--- src/rtl/gtfraw_vnc_reset_sequencer.sv ---
// GTF raw-mode bring-up sequencer: GT/PLL reset, lock qualification, datapath reset,
// reset-done collection, with timeout, bounded retry and registered status outputs.
module gtfraw_vnc_reset_sequencer #(
    parameter int SYNC_STAGES        = 3,
    parameter int RESET_PULSE_CYCLES = 16,
    parameter int LOCK_SETTLE_CYCLES = 256,
    parameter int TIMEOUT_CYCLES     = 65536,
    parameter int MAX_RETRIES        = 3
) (
    input  logic       clk,
    input  logic       reset_async,
    input  logic       pll_lock_async,
    input  logic       tx_resetdone_async,
    input  logic       rx_resetdone_async,
    input  logic       retry_req,
    output logic       gt_reset_out,
    output logic       tx_dp_reset_out,
    output logic       rx_dp_reset_out,
    output logic       seq_done,
    output logic       seq_fail,
    output logic [3:0] retry_count,
    output logic [2:0] state_out
);

    localparam int MAX_A = (TIMEOUT_CYCLES > LOCK_SETTLE_CYCLES) ? TIMEOUT_CYCLES : LOCK_SETTLE_CYCLES;
    localparam int MAX_B = (MAX_A > RESET_PULSE_CYCLES) ? MAX_A : RESET_PULSE_CYCLES;
    localparam int CNT_W = $clog2(MAX_B) + 1;

    localparam logic [CNT_W-1:0] PULSE_LAST   = CNT_W'(RESET_PULSE_CYCLES - 1);
    localparam logic [CNT_W-1:0] SETTLE_LAST  = CNT_W'(LOCK_SETTLE_CYCLES - 1);
    localparam logic [CNT_W-1:0] TIMEOUT_LAST = CNT_W'(TIMEOUT_CYCLES - 1);
    localparam logic [3:0]       RETRY_LAST   = 4'(MAX_RETRIES - 1);

    typedef enum logic [2:0] {
        IDLE      = 3'd0,
        GT_RST    = 3'd1,
        WAIT_LOCK = 3'd2,
        SETTLE    = 3'd3,
        DP_RST    = 3'd4,
        WAIT_DONE = 3'd5,
        DONE      = 3'd6,
        FAIL      = 3'd7
    } state_t;

    (* ASYNC_REG = "TRUE" *) logic [SYNC_STAGES-1:0] r_lock_sync;
    (* ASYNC_REG = "TRUE" *) logic [SYNC_STAGES-1:0] r_txd_sync;
    (* ASYNC_REG = "TRUE" *) logic [SYNC_STAGES-1:0] r_rxd_sync;

    state_t           r_state;
    logic [CNT_W-1:0] r_cnt;
    logic [3:0]       r_retry;
    logic             r_gt_rst;
    logic             r_dp_rst;
    logic             r_done;
    logic             r_fail;

    state_t w_state_nxt;
    logic   [3:0] w_retry_nxt;
    logic   w_timeout;
    logic   w_lock;
    logic   w_txd;
    logic   w_rxd;

    assign w_lock = r_lock_sync[SYNC_STAGES-1];
    assign w_txd  = r_txd_sync[SYNC_STAGES-1];
    assign w_rxd  = r_rxd_sync[SYNC_STAGES-1];

    always_ff @(posedge clk or negedge reset_async) begin
        if (!reset_async) begin
            r_lock_sync <= '0;
            r_txd_sync  <= '0;
            r_rxd_sync  <= '0;
        end else begin
            r_lock_sync <= {r_lock_sync[SYNC_STAGES-2:0], pll_lock_async};
            r_txd_sync  <= {r_txd_sync[SYNC_STAGES-2:0], tx_resetdone_async};
            r_rxd_sync  <= {r_rxd_sync[SYNC_STAGES-2:0], rx_resetdone_async};
        end
    end

    always_comb begin
        w_state_nxt = r_state;
        w_retry_nxt = r_retry;
        w_timeout   = 1'b0;
        case (r_state)
            IDLE:      w_state_nxt = GT_RST;
            GT_RST:    if (r_cnt == PULSE_LAST) w_state_nxt = WAIT_LOCK;
            WAIT_LOCK: begin
                // Lock seen on the timeout cycle takes precedence.
                if (w_lock)                      w_state_nxt = SETTLE;
                else if (r_cnt == TIMEOUT_LAST)  w_timeout   = 1'b1;
            end
            SETTLE: begin
                if (!w_lock)                     w_state_nxt = WAIT_LOCK;
                else if (r_cnt == SETTLE_LAST)   w_state_nxt = DP_RST;
            end
            DP_RST:    if (r_cnt == PULSE_LAST) w_state_nxt = WAIT_DONE;
            WAIT_DONE: begin
                if (w_txd && w_rxd)              w_state_nxt = DONE;
                else if (!w_lock)                w_state_nxt = GT_RST;
                else if (r_cnt == TIMEOUT_LAST)  w_timeout   = 1'b1;
            end
            DONE: begin
                if (!w_lock || !w_txd || !w_rxd || retry_req) begin
                    w_state_nxt = GT_RST;
                    w_retry_nxt = 4'd0;
                end
            end
            FAIL: begin
                if (retry_req) begin
                    w_state_nxt = GT_RST;
                    w_retry_nxt = 4'd0;
                end
            end
            default:   w_state_nxt = IDLE;
        endcase
        if (w_timeout) begin
            w_retry_nxt = (r_retry == 4'hF) ? r_retry : r_retry + 4'd1;
            w_state_nxt = (r_retry == RETRY_LAST) ? FAIL : GT_RST;
        end
    end

    // Outputs are decoded from the next state so they change in step with state_out.
    always_ff @(posedge clk or negedge reset_async) begin
        if (!reset_async) begin
            r_state  <= IDLE;
            r_cnt    <= '0;
            r_retry  <= 4'd0;
            r_gt_rst <= 1'b1;
            r_dp_rst <= 1'b1;
            r_done   <= 1'b0;
            r_fail   <= 1'b0;
        end else begin
            r_state  <= w_state_nxt;
            r_retry  <= w_retry_nxt;
            if (w_state_nxt != r_state) r_cnt <= '0;
            else if (r_cnt != '1)       r_cnt <= r_cnt + 1'b1;
            r_gt_rst <= (w_state_nxt == IDLE) || (w_state_nxt == GT_RST) || (w_state_nxt == FAIL);
            r_dp_rst <= (w_state_nxt != WAIT_DONE) && (w_state_nxt != DONE);
            r_done   <= (w_state_nxt == DONE);
            r_fail   <= (w_state_nxt == FAIL);
        end
    end

    assign gt_reset_out    = r_gt_rst;
    assign tx_dp_reset_out = r_dp_rst;
    assign rx_dp_reset_out = r_dp_rst;
    assign seq_done        = r_done;
    assign seq_fail        = r_fail;
    assign retry_count     = r_retry;
    assign state_out       = r_state;

endmodule

--- config.mk ---
export PLATFORM = sky130hd
export DESIGN_NAME = gtfraw_vnc_reset_sequencer
export DESIGN_NICKNAME = d
export VERILOG_FILES = /design/src/rtl/gtfraw_vnc_reset_sequencer.sv
export SDC_FILE = /design/constraint.sdc
export NUM_CORES = 1
export LEC_CHECK = 0
export ABC_AREA = 1
export CAP_MARGIN = 40
export CORE_UTILIZATION = 62
export DETAILED_ROUTE_END_ITERATION = 8
export DONT_BUFFER_PORTS = 1
export PLACE_DENSITY = 0.84
export SLEW_MARGIN = 40
export SYNTH_ARGS = -nofsm -noshare
export SYNTH_HDL_FRONTEND = slang
export SYNTH_SLANG_ARGS = --single-unit
--- constraint.sdc ---
create_clock -name clk -period 2.9 [get_ports clk]
set_input_delay 0.87 -clock clk [delete_from_list [all_inputs] [get_ports clk]]
set_output_delay 0.87 -clock clk [all_outputs]
set_load 0.1 [all_outputs]
After elaboration in Yosys (flattened, before gate mapping)
Cells that the tools add are included.
- reductions and logical operators: 15
- magnitude comparators: 0
- equal/unequal tests: 22
- shift operators: 0
- bitwise operators: 0
- multiplexer cells: 24
- add/sub/neg operators: 2
- multiply operators: 0
- div/mod/pow operators: 0
- operators by type and width (cell ; number):
    $mux W17 ; 2
    $mux W3 ; 11
    $pmux W3 S8 ; 1
    $eq A3 B3 Y1 const B ; 6
    $add A17 B1 Y17 const B ; 1
    $eq A17 B16 Y1 const B ; 1
    $eq A17 B4 Y1 const B ; 1
    $eq A17 B8 Y1 const B ; 1
    $ne A17 B17 Y1 const B ; 1
    $mux W4 ; 4
    $ne A3 B3 Y1 const B ; 4
    $pmux W4 S2 ; 1
    $eq A3 B1 Y1 const B ; 2
    $eq A3 B2 Y1 const B ; 2
    $logic_not A3 Y1 ; 2
    $logic_or A1 B1 Y1 ; 5
    $add A4 B1 Y4 const B ; 1
    $eq A4 B2 Y1 const B ; 1
    $eq A4 B4 Y1 const B ; 1
    $mux W1 ; 4
    $reduce_and A4 Y1 ; 1
    $logic_not A1 Y1 ; 3
    $ne A3 B3 Y1 ; 1
    $reduce_bool A3 Y1 ; 1
    4 further kinds ; 5
- word-level logic and storage cells: 73
- output and inout bits: 12
- input bits: 6
- memory bits (writable): 0
- bits in latches: 0
- bits in read-only memories: 0
- memories kept: 0
- flip-flop bits (word level): 37

Longest topological paths before layout
- word-level depth: 10
- depth in mapped cells: 17
- depth with buffers taken out: 16

Worst setup path after synthesis
Ideal clock, no wire load.
- path type: reg-to-reg
- start point: register r_state[2], in the netlist state_out[2]
- end point: register r_cnt[10]
- arrival time: 2342 ps
- buffers on the path: 2
- setup time: 121 ps
- clock period less this slack: 2463 ps
- stages on the path, launching flop included: 14
- path slack: 437 ps
- required time: 2779 ps
- cell sequence: dfrtp_1 buf_2 inv_1 nand3_2 nor2_2 nor2_4 nand3_1 nor2_2 nand2_2 nand2_1 nand2_2 nand3_4 buf_6 nor2_2
- elaborated cells on any way between the ends: 23
- classes of those cells: 8 x eq/ne; 13 x mux; 2 x reduce/logical
- RTL lines (what ; RTL line ; source):
    start: declaration ; 49 ; state_t r_state;
    start signal: assignment ; 133 ; r_state <= w_state_nxt;
    $eq A3 B3 Y1, or another cell as far along ; 84 ; case (r_state)
    $pmux W3 S8 or $pmux W1 S2 (tied branches) ; 84 ;
    $mux W3 * ; 116 ; if (w_timeout) begin
    named net w_state_nxt[0] ; 57 ; state_t w_state_nxt;
    $ne A3 B3 Y1 * ; 135 ; if (w_state_nxt != r_state) r_cnt <= '0;
    $mux W17 or $reduce_bool A2 Y1 (tied branches) ; - ;
    end signal: assignment ; 136 ; else if (r_cnt != '1) r_cnt <= r_cnt + 1'b1;
    end: declaration ; 50 ; logic [CNT_W-1:0] r_cnt;
The timed path passes the listed nets; every way through them passes the cells marked *.
A chain may end at the register's enable or synchronous reset.

Final worst setup path
- start point: register r_cnt[0]
- end point: register r_cnt[2]
- cells in the longest elaborated chain, start to end: 8
- elaborated cells on any way between the ends: 20
- classes of those cells: 1 x add/sub; 5 x eq/ne; 13 x mux; 1 x reduce/logical
- RTL lines (what ; RTL line ; source):
    $eq A17 B16 Y1 ; 90, 100 ;
    $mux W1 ; 90, 100 ;
    $mux W1 ; 99 ; else if (!w_lock) w_state_nxt = GT_RST;
    $mux W1 ; 98 ; if (w_txd && w_rxd) w_state_nxt = DONE;
    $pmux W1 S2 ; 84 ;
    $mux W3 * ; 116 ;
    named net w_state_nxt[0] ; 57 ;
    $ne A3 B3 Y1 * ; 135 ;
    $mux W17 or $reduce_bool A2 Y1 (tied branches) ; - ;
The timed path passes the listed nets; every way through them passes the cells marked *. The select of a mux whose other input is x is not followed.

==> flow_summary.ini <==
[run_status]
outcome = finished with violations
violations = design-rule violations

[cts]
cts_resized = 0
clk_latency_ns = 0.35
hold_buffers = 0
postCtsSetupRepairBufs = 0
tritoncts = done
ctsRootBufferMaster = clkbuf_4
cts_sinks = 37
clkTransAtPathRegs_ns = 0.12
numCtsBuffers = 5
cts_max_level = 2
cts.path.max_buffers = 2

[floorplanning]
ios = 18
die_h_um = 57.8
core_area_sq_um = 2850
die_area_sq_um = 3340
fp.dieW_um = 57.8
rows = 19
start_util_pct = 67.7

[setup_path]
arrival_ns = 2.81
reg2reg_from = r_cnt[0]$_DFFE_PN0P_
cp_max_fo = 17
critPathRequiredTime_ns = 3.17
crit_path_start_kind = flip-flop
end_kind = flip-flop
timing.rr.end = r_cnt[2]$_DFFE_PN0P_
rrSetupSlack_ns = 0.36
rr_worst_depth = 16
crit_type = reg2reg

[grt]
grtUsageTotal_pct = 23.6
grt_max_degree = 38
antenna_found_initial = 0
grt_pass1_wl_um = 5870
grt.overflow.total = 0
grt_pass1_vias = 1391

[final_layout]
nets = 254
post-route-util_pct = 72.8
syn2layout_area_growth_pct = 7.51
final_cell_mix = nand2_1 (47), nor2_1 (37), dfrtp_1 (35), inv_1 (22), nand3_1 (19)
antennaDiodeCount = 0
nFillCells = 210
final_area_sq_um = 2080
final_common_cell = nand2_1
drive_gt1_share_pct = 16.8

[detailed_routing]
initialDrtViolationCount = 57
drc = 2
drt-total-wl_um = 3410
wl_per_cell_um = 12.4
via_per_inst = 5.43
postRouteAntennaNets = 0
vias = 1492
dr.pass1.iters = 8

[power_and_ir_drop]
p_switching_uw = 657
pwr-share-seq_pct = 45.4
share_comb_of_total_power_pct = 34.1
p_clk_share_pct = 20.5
p_int_uw = 800
switching_share_pct = 45.1
ir_worst_vdd_mv = 0.530
powerDensity_nw_per_um2 = 702
power.total_uw = 1460
leakage_uw = 0.000974

[placement]
io_buffers = 0
gp_congestion = 0.864
place_hpwl_um = 2450
placement.cell_area_sq_um = 2010

[sta]
worstMarginPinSlew_ns = 0.870
min_period_over_period_pct = 87.4
worst_slew_margin_rel_pct = 42.0
fmax_mhz = 394
period_needed_ns = 2.54
setup_viol = 0
clock_skew_ns = 0.0143
grt_setup_unrepaired = false
maxSlewViolCount = 0
holdWs_ns = 0.187
tns_ns = 0
hold_viol = 0

[yosys]
synth_area_sq_um = 1930
netlist_instances = 232
yosysSeqAreaShare_pct = 48.1
synth_nets = 243
synth_cell_types = 28
avgSynthCellArea_sq_um = 8.33
ys_seq_elements = 37
ys_warn_count = 0

[flow_run]
drv_cap = 0

[hold_path]
hold_class = in2async
stage by stage:
stage	cells	setup WS, ns
finish	275	0.364
CTS	275	0.338
detailed placement	267	0.363
floorplan	232	0.437
global route	275	0.0984
global placement	267	0.468
cell type report:
| cell class | count | area [sq um] | area share [%] |
|---|---|---|---|
| clock buffer | 6 | 51.3 | 2.47 |
| clock inverter | 2 | 13.8 | 0.663 |
| inverter | 24 | 90.1 | 4.34 |
| multi-input combinational | 167 | 882 | 42.5 |
| tap | 31 | 38.8 | 1.87 |
| sequential | 37 | 928 | 44.7 |
| timing repair buffer | 8 | 72.6 | 3.49 |
how the worst max path moves through the flow:
stage                                 from               endpoint  slack (ns)  depth (start not counted)
floorplan           state_out[2]$_DFF_PN0_  r_cnt[10]$_DFFE_PN0P_        0.44                         13
global placement      r_cnt[0]$_DFFE_PN0P_   r_cnt[3]$_DFFE_PN0P_        0.47                         14
detailed placement    r_cnt[0]$_DFFE_PN0P_   r_cnt[1]$_DFFE_PN0P_        0.36                         16
CTS                   r_cnt[0]$_DFFE_PN0P_   r_cnt[1]$_DFFE_PN0P_        0.34                         16
global route          r_cnt[0]$_DFFE_PN0P_  r_cnt[16]$_DFFE_PN0P_         0.1                         16
finish                r_cnt[0]$_DFFE_PN0P_   r_cnt[2]$_DFFE_PN0P_        0.36                         16
synthesized netlist by cell type:
cell | number | area [sq um]
o31ai_1 | 1 | 7.51
xnor2_1 | 2 | 17.5
nand3_4 | 1 | 17.5
nor2_1 | 37 | 139
a21oi_1 | 3 | 15.0
ha_1 | 5 | 62.6
nand2_2 | 2 | 12.5
nand2_1 | 47 | 176
nor3_2 | 1 | 10.0
dfstp_2 | 2 | 52.6
nor2_2 | 14 | 87.6
buf_6 | 1 | 11.3
nor2_4 | 1 | 11.3
nand3_1 | 19 | 95.1
buf_2 | 1 | 5.00
nor3b_1 | 1 | 7.51
o21ai_0 | 7 | 35.0
inv_2 | 2 | 7.51
dfrtp_1 | 35 | 876
inv_1 | 22 | 82.6
nand4_1 | 6 | 37.5
mux2i_1 | 1 | 10.0
o22ai_1 | 1 | 6.26
buf_4 | 2 | 15.0
xor2_1 | 10 | 87.6
or2_2 | 1 | 6.26
nor3_1 | 6 | 30.0
nand3_2 | 1 | 10.0
registers in the layout (all words and copies together), names as in the netlist:
signal	flops
seq_done	1
retry_count	4
rx_dp_reset_out	1
r_cnt	17
state_out	3
r_lock_sync	3
r_txd_sync	3
seq_fail	1
r_rxd_sync	3
gt_reset_out	1
logic make-up after synthesis:
kind of cell             Yosys count  share of synthesized area (%)
AO/OA/AOI/OAI                     12                           3.30
XOR/XNOR                          12                           5.44
adder cells (fa/ha/maj)            5                           3.24
buffers and inverters             28                           6.28
flip-flops                        37                           48.1
multiplexers                       1                          0.518
AND/OR/NAND/NOR                  137                           33.2
critical path, cell delays in order, from the launching register on:
cell and delay, ns:
dfrtp_1 0.40, ha_1 0.18, nand2_1 0.06, nor2_1 0.11, nand2_1 0.10, nor3_1 0.28
ha_1 0.23, nand3_1 0.09, nor2_2 0.14, nor2_4 0.07, nand3_1 0.10, nor2_2 0.06
nand2_2 0.09, nand2_1 0.08, nand2_2 0.09, nand3_4 0.23, nor2_1 0.16
routing by layer:
metal  up-vias  global-route usage (%)  part of all wire (%)
met4         0                    11.9                   2.9
li1        760                       -                     -
met2        35                    37.3                    48
met3        12                    6.70                   4.6
met1       685                    30.0                    45
met5         -                       0                     0
power groups by stage:
stage / Clock, uW / Combinational, uW / Sequential [uW]
6_report: 298 / 498 / 661
5_1_grt: 325 / 548 / 668
4_1_cts: 303 / 501 / 661
3_5_place_dp: 0 / 497 / 667
3_3_place_gp: 0 / 493 / 665
2_1_floorplan: 0 / 356 / 752
(Power assumes the default switching activity.)
